$ cat config.mk
export PLATFORM = sky130hd
export DESIGN_NAME = mm_seq_ctrl
export DESIGN_NICKNAME = d
export VERILOG_FILES = /design/src/rtl/mm_seq_ctrl.sv
export SDC_FILE = /design/constraint.sdc
export NUM_CORES = 1
export LEC_CHECK = 0
export BUFFER_PORTS_ARGS = -buffer_cell sky130_fd_sc_hd__clkbuf_2
export CORE_MARGIN = 2
export CORE_UTILIZATION = 40
export CTS_CLUSTER_DIAMETER = 30
export DETAILED_ROUTE_END_ITERATION = 12
export PLACE_DENSITY = 0.66
export SETUP_SLACK_MARGIN = 0.5
export SYNTH_ARGS = -nofsm -noshare
export SYNTH_HDL_FRONTEND = slang
export SYNTH_SLANG_ARGS = --single-unit
$ cat constraint.sdc
create_clock -name clk -period 8.7 [get_ports clk]
set_clock_uncertainty 0.15 [all_clocks]
set_input_delay 2.61 -clock clk [delete_from_list [all_inputs] [get_ports clk]]
set_output_delay 2.61 -clock clk [all_outputs]
set_load 0.1 [all_outputs]
$ cat src/rtl/mm_seq_ctrl.sv
`default_nettype none
// ============================================================================
// mm_seq_ctrl : operand/result register files and feed sequencer for a
//               SIZE x SIZE systolic matrix-multiply array.
// Revision    : 1.0
// ============================================================================
module mm_seq_ctrl #(
  parameter int SIZE         = 3,
  parameter int DATA_WIDTH   = 8,
  parameter int SKEW         = 0,
  parameter int DRAIN_CYCLES = 1
) (
  input  logic                                       clk,
  input  logic                                       rst,
  input  logic                                       ld_en,
  input  logic                                       ld_sel,
  input  logic [$clog2(SIZE)-1:0]                    ld_row,
  input  logic [$clog2(SIZE)-1:0]                    ld_col,
  input  logic signed [DATA_WIDTH-1:0]               ld_data,
  input  logic                                       start,
  output logic                                       busy,
  output logic                                       done,
  output logic                                       arr_clear,
  output logic [SIZE-1:0][DATA_WIDTH-1:0]            arr_a,
  output logic [SIZE-1:0][DATA_WIDTH-1:0]            arr_b,
  input  logic [SIZE-1:0][SIZE-1:0][2*DATA_WIDTH-1:0] arr_c,
  input  logic [$clog2(SIZE)-1:0]                    rd_row,
  input  logic [$clog2(SIZE)-1:0]                    rd_col,
  output logic signed [2*DATA_WIDTH-1:0]             rd_data
);

  localparam int IDX_W   = $clog2(SIZE);
  localparam int F_STEPS = (SKEW != 0) ? 3*SIZE-2 : SIZE;
  localparam int K_W     = $clog2(F_STEPS);
  localparam int D_W     = $clog2(DRAIN_CYCLES+1);
  localparam logic [K_W-1:0] K_LAST = K_W'(F_STEPS-1);
  localparam logic [D_W-1:0] D_LAST = D_W'(DRAIN_CYCLES-1);

  localparam logic [2:0] S_IDLE  = 3'd0;
  localparam logic [2:0] S_CLEAR = 3'd1;
  localparam logic [2:0] S_FEED  = 3'd2;
  localparam logic [2:0] S_DRAIN = 3'd3;
  localparam logic [2:0] S_DONE  = 3'd4;

  logic [2:0]     state, next_state;
  logic [K_W-1:0] k, next_k;
  logic [D_W-1:0] dcnt, next_dcnt;
  logic           capture;

  logic signed [DATA_WIDTH-1:0]   a_mem [SIZE][SIZE];
  logic signed [DATA_WIDTH-1:0]   b_mem [SIZE][SIZE];
  logic signed [2*DATA_WIDTH-1:0] res   [SIZE][SIZE];
  logic [SIZE-1:0][DATA_WIDTH-1:0] feed_a, feed_b;

  always_ff @(posedge clk or negedge rst) begin
    if (!rst) begin
      state <= S_IDLE;
      k     <= '0;
      dcnt  <= '0;
    end else begin
      state <= next_state;
      k     <= next_k;
      dcnt  <= next_dcnt;
    end
  end

  always_comb begin
    next_state = state;
    next_k     = k;
    next_dcnt  = dcnt;
    case (state)
      S_IDLE, S_DONE: if (start) next_state = S_CLEAR;
      S_CLEAR: begin
        next_state = S_FEED;
        next_k     = '0;
      end
      S_FEED: begin
        if (k == K_LAST) begin
          next_state = S_DRAIN;
          next_k     = '0;
          next_dcnt  = '0;
        end else begin
          next_k = k + 1'b1;
        end
      end
      S_DRAIN: begin
        if (dcnt == D_LAST) next_state = S_DONE;
        else                next_dcnt  = dcnt + 1'b1;
      end
      default: next_state = S_IDLE;
    endcase
  end

  always_comb begin
    busy      = (state == S_CLEAR) || (state == S_FEED) || (state == S_DRAIN);
    done      = (state == S_DONE);
    arr_clear = (state == S_CLEAR);
    capture   = (state == S_DRAIN) && (dcnt == D_LAST);
  end

  // Feed values are computed for the step about to start so the registered
  // outputs hold step k for the whole of FEED cycle k.
  always_comb begin
    int idx;
    feed_a = '0;
    feed_b = '0;
    idx    = 0;
    for (int i = 0; i < SIZE; i++) begin
      idx = (SKEW != 0) ? int'(next_k) - i : int'(next_k);
      if (idx >= 0 && idx < SIZE) begin
        feed_a[i] = a_mem[i][IDX_W'(idx)];
        feed_b[i] = b_mem[IDX_W'(idx)][i];
      end
    end
  end

  always_ff @(posedge clk or negedge rst) begin
    if (!rst) begin
      arr_a <= '0;
      arr_b <= '0;
      for (int r = 0; r < SIZE; r++) begin
        for (int c = 0; c < SIZE; c++) begin
          a_mem[r][c] <= '0;
          b_mem[r][c] <= '0;
          res[r][c]   <= '0;
        end
      end
    end else begin
      if (next_state == S_FEED) begin
        arr_a <= feed_a;
        arr_b <= feed_b;
      end else begin
        arr_a <= '0;
        arr_b <= '0;
      end
      if (ld_en && !busy && (int'(ld_row) < SIZE) && (int'(ld_col) < SIZE)) begin
        if (ld_sel) b_mem[ld_row][ld_col] <= ld_data;
        else        a_mem[ld_row][ld_col] <= ld_data;
      end
      if (capture) begin
        for (int r = 0; r < SIZE; r++) begin
          for (int c = 0; c < SIZE; c++) begin
            res[r][c] <= arr_c[r][c];
          end
        end
      end
    end
  end

  always_comb begin
    rd_data = '0;
    if ((int'(rd_row) < SIZE) && (int'(rd_col) < SIZE)) rd_data = res[rd_row][rd_col];
  end

endmodule
`default_nettype wire

After elaboration in Yosys (flattened, before gate mapping)
Cells that the tools add are included.

Equality and inequality tests: 7. Multiplexer cells: 42. Bitwise gates (word level): 7. Add/sub/neg operators: 2. Reduce and logical (&&, ||, !) cells: 16. $lt $le $gt $ge: 12.

Operators with widths (number): 72-bit bitwise mux (2); 24-bit two-way mux (5); 8-bit two-way mux (13); 48-bit binary-select mux with 2-bit select (1); 48-bit two-way mux (2); 24-bit binary-select mux with 2-bit select (1); 8-bit binary-select mux with 2-bit select (3); 24-bit demux with 2-bit select (1); 16-bit two-way mux (3); 16-bit binary-select mux with 2-bit select (1); 8-bit demux with 2-bit select (1); 3-bit >= comparator, second input constant (4); 2-bit NOT with 3-bit output (4); 3-bit case mux with 4 select lines (1); 2-bit < comparator, second input constant (5); 3-bit by 2-bit equality test with 1-bit output, second input constant (3); 3-bit two-way mux (3); 1-bit logical AND (7); 3-bit by 1-bit < comparator with 1-bit output, second input constant (2); 2-bit AND reduction (3); 2-bit case mux with 2 select lines (1); 3-bit by 1-bit equality test with 1-bit output, second input constant (1); 3-bit equality test, second input constant (1); 2-bit by 3-bit >= comparator with 1-bit output, second input constant (1); other kinds (14) (17).

Register bits after elaboration: 342. Bits of input ports: 165.

Longest topological paths before layout
Depth after elaboration: 9. Depth in mapped cells: 8. Mapped depth without buffers: 4.

Worst setup path after synthesis
No wires, ideal clock.

Path kind: input to output. Start: in rd_row[1]. End: out rd_data[10]. Setup slack: 0.100 ns. Path buffers: 2. Arrival: 5.840 ns. Cell stages on the path: 5. Cell sequence: inv_1 clkbuf_1 clkbuf_1 o221ai_1 a222oi_1.

Cells in the longest elaborated chain, start to end: 8.

Ends and longest elaborated chain: from (decl) (RTL line 27) `input logic [$clog2(SIZE)-1:0] rd_row,`; 2-bit NOT with 3-bit output (implied by the code) (RTL line 152) `if ((int'(rd_row) < SIZE) && (int'(rd_col) < SIZE)) rd_data = res[rd_row][rd_col];`; 48-bit binary-select mux with 2-bit select (RTL line 152); 48-bit two-way mux (implied by the code) (2 in series) (RTL line 152); 16-bit binary-select mux with 2-bit select (RTL line 152); 16-bit two-way mux (implied by the code) (2 in series) (RTL line 152); 16-bit two-way mux * (RTL line 152); to (decl) (RTL line 29) `output logic signed [2*DATA_WIDTH-1:0] rd_data`.

Mark *: on every way between the ends. The rest lies on a longest branch, timed or not. The select of a mux whose other input is x is not followed.

Worst setup path after layout
Start: in rd_row[0]. End: out rd_data[1].

Same word-level chain as after synthesis.

==> run metrics <==
post-route clock period utilization=88.46%; Initial Utilization=40.78%; CP dominant cell by count=clkbuf_2; share of cells above drive strength 1=52.03%; root buffer cell=clkbuf_16; Post-DP Area=0.01629 mm²; outcome=finished clean; Top FF cell, synth=dfrtp_1; #FFs+latches synth=341; measured slew at the worst slew-check pin=1.202 ns; worst path cell trace=clkbuf_2, buf_4, or2_2, o221ai_1, a222oi_1, clkbuf_2; CP endpoint kind=output port; Post-Synthesis Mean Instance Area=13.24 µm²; initial antenna violation count=0; worst setup path category=input port to output port; max_cap viols=0; Initial DRC Count=687; final hold vios=0; fillers=2903; CTS tree=yes; Startpoint Class=input port; commonest non-fill, non-tap cells in the layout=341 x dfrtp_1, 287 x mux2_2, 230 x clkbuf_2; RSZ-0062 raised after global routing=no; Req. time, crit path=5.94 ns; Core ar.=0.03566 mm²; Setup violations, final=0; fin area=0.01936 mm²; GRT Overall Usage=21.87%; CP max FO=23; dpl cells=1713; ANT nets after route=0; Routability Congestion=0.8919; Routed Wire Length=41200 µm; Die Y=194.7 µm; CTS sink cnt=341; leakage power=8.799 nW; EDFF count, synth=0; Seq/Total Area, Yosys=58.69%; Setup Fix Bufs, Post-CTS=0; commonest non-fill, non-tap cell in the layout=dfrtp_1; RR Endpoint=arr_a[16]; crit path DAT=4.94 ns; Synth cell types=40; net total in the final layout=1503; post-layout min period=7.696 ns; FP Rows=69; clock latency on the worst-skew pair=0.60 ns; critical path's top delay family=buffers and inverters; worst setup path start=rd_row[0]; Die W=194.7 µm; n_diodes=0; setup TNS=0 ns; Synth Instances=1098; Critical Path Stages=6; slew margin rel.=19.83%; Critical path destination=rd_data[1]; first-pass GRT wire length=63900 µm; slowest CP cell=clkbuf_2; Fmax=0.1299 GHz; vias per cell=5.546; IR drop worst, VDD=288.0 µV; H-tree levels=3; syn_nets=1263; clock slew at reported path FFs=0.04 ns; IO Pins=232; area added between synthesis and finish=33.16%; asr flop ratio synth=100.0%; max incr delay on CP=0.55 ns; max-slew violation count=0; worst hold-check path type=register to register; post-cts resize count=0; hold path depth=1; vias post-DR=10.36k; pwr dens=435.8 mW/mm²; Warnings, synthesis=0; PortBufs=231; crit path buf inv count=3; router iterations before antenna repair=7; largest net degree at the start of global routing=167; DRC=0; WL per Instance=22.05 µm; Post-CTS Hold Fix Bufs=0; worst r2r src=state[1]; buffer depth of the longest clock path=3; worst reg-to-reg setup slack=5.50 ns; vias in the first global route=10.95k; die area=0.03789 mm²; Reg2Reg Depth=5; overflow left after global routing=0; Post-Syn Area=0.01454 mm²; number of CTS-inserted buffers=84; Final Non-Filler Cells=1868; dpl hpwl=25540 µm
[per-layer routing]
layer / share of wire, % / vias up / GRT usage, %
li1: - / 4591 / -
met1: 40 / 5317 / 26.63
met2: 50 / 378 / 37.50
met3: 6.5 / 73 / 5.188
met4: 2.8 / 0 / 8.689
met5: 0 / - / 0
[cells in the mapped netlist, types with 2 or more instances]
master	number	area share, %
a2bb2oi_1	4	0.24
o211ai_1	48	2.5
nor3_4	2	0.22
o221a_2	16	1.2
clkinv_1	2	0.052
o21a_1	5	0.26
nor3b_2	2	0.17
nor2_1	4	0.10
dfrtp_1	341	59
mux2_2	287	22
o21ai_0	20	0.69
o221ai_1	37	2.2
nand4_1	48	2.1
inv_1	6	0.15
o22ai_1	11	0.47
a21oi_1	9	0.31
clkbuf_1	64	1.7
buf_2	19	0.65
buf_1	2	0.052
a222oi_1	11	0.76
or3_1	16	0.69
buf_4	3	0.15
nor2b_1	10	0.43
nor4b_1	2	0.12
nand2_1	113	2.9
nand2b_1	2	0.086
[power breakdown]
group / switching [mW] / total (mW) / internal [mW]
clock network: 0.963 / 3.31 / 2.35
registers: 0.457 / 2.71 / 2.26
logic: 1.58 / 2.41 / 0.828
total: 3.00 / 8.44 / 5.44
[per-stage QoR]
| step | hold WS, ns | utilization (%) | total power, mW | setup slack (ns) |
|---|---|---|---|---|
| CTS | 0.3395 | 54.30 | 8.507 | 1.051 |
| floorplan | 0.3080 | - | 4.492 | 0.4401 |
| detailed placement | 0.3298 | 45.68 | 5.136 | 1.068 |
| global placement | 0.3219 | 45.68 | 5.084 | 1.106 |
| global route | 0.3567 | 54.30 | 8.776 | 0.9108 |
| finish | 0.3352 | 54.30 | 8.438 | 1.004 |
[registers in the layout, indices dropped and copies added (netlist names)]
signal and flops:
res 144, b_mem 72, arr_b 24, k 2
a_mem 72, state 3, arr_a 24
[logic make-up after synthesis]
kind of cell           Yosys count  share of synthesized area (%)
AO/OA/AOI/OAI                  165                          9.001
buffers and inverters           96                          2.719
flip-flops                     341                          58.69
multiplexers                   288                          22.30
AND/OR/NAND/NOR                208                          7.289
[cell type report]
cell class	instances	area, µm²	share of cell area, %
flip-flops and latches	341	8533	44.07
multi-input cells	661	5876	30.35
clock buffers	108	2437	12.59
repair buffers	242	1261	6.514
clock inverters	47	636.9	3.289
well taps	461	576.8	2.979
inverters	8	40.04	0.2068
[worst min-delay path by stage]
stage,from,end,slack [ns]
6_report,b_mem[46],b_mem[46],0.34
5_1_grt,a_mem[39],a_mem[39],0.36
4_1_cts,b_mem[46],b_mem[46],0.34
3_5_place_dp,b_mem[46],b_mem[46],0.33
3_3_place_gp,b_mem[46],b_mem[46],0.32
2_1_floorplan,b_mem[46],b_mem[46],0.31
No activity file was read; power rests on OpenSTA's default activity.
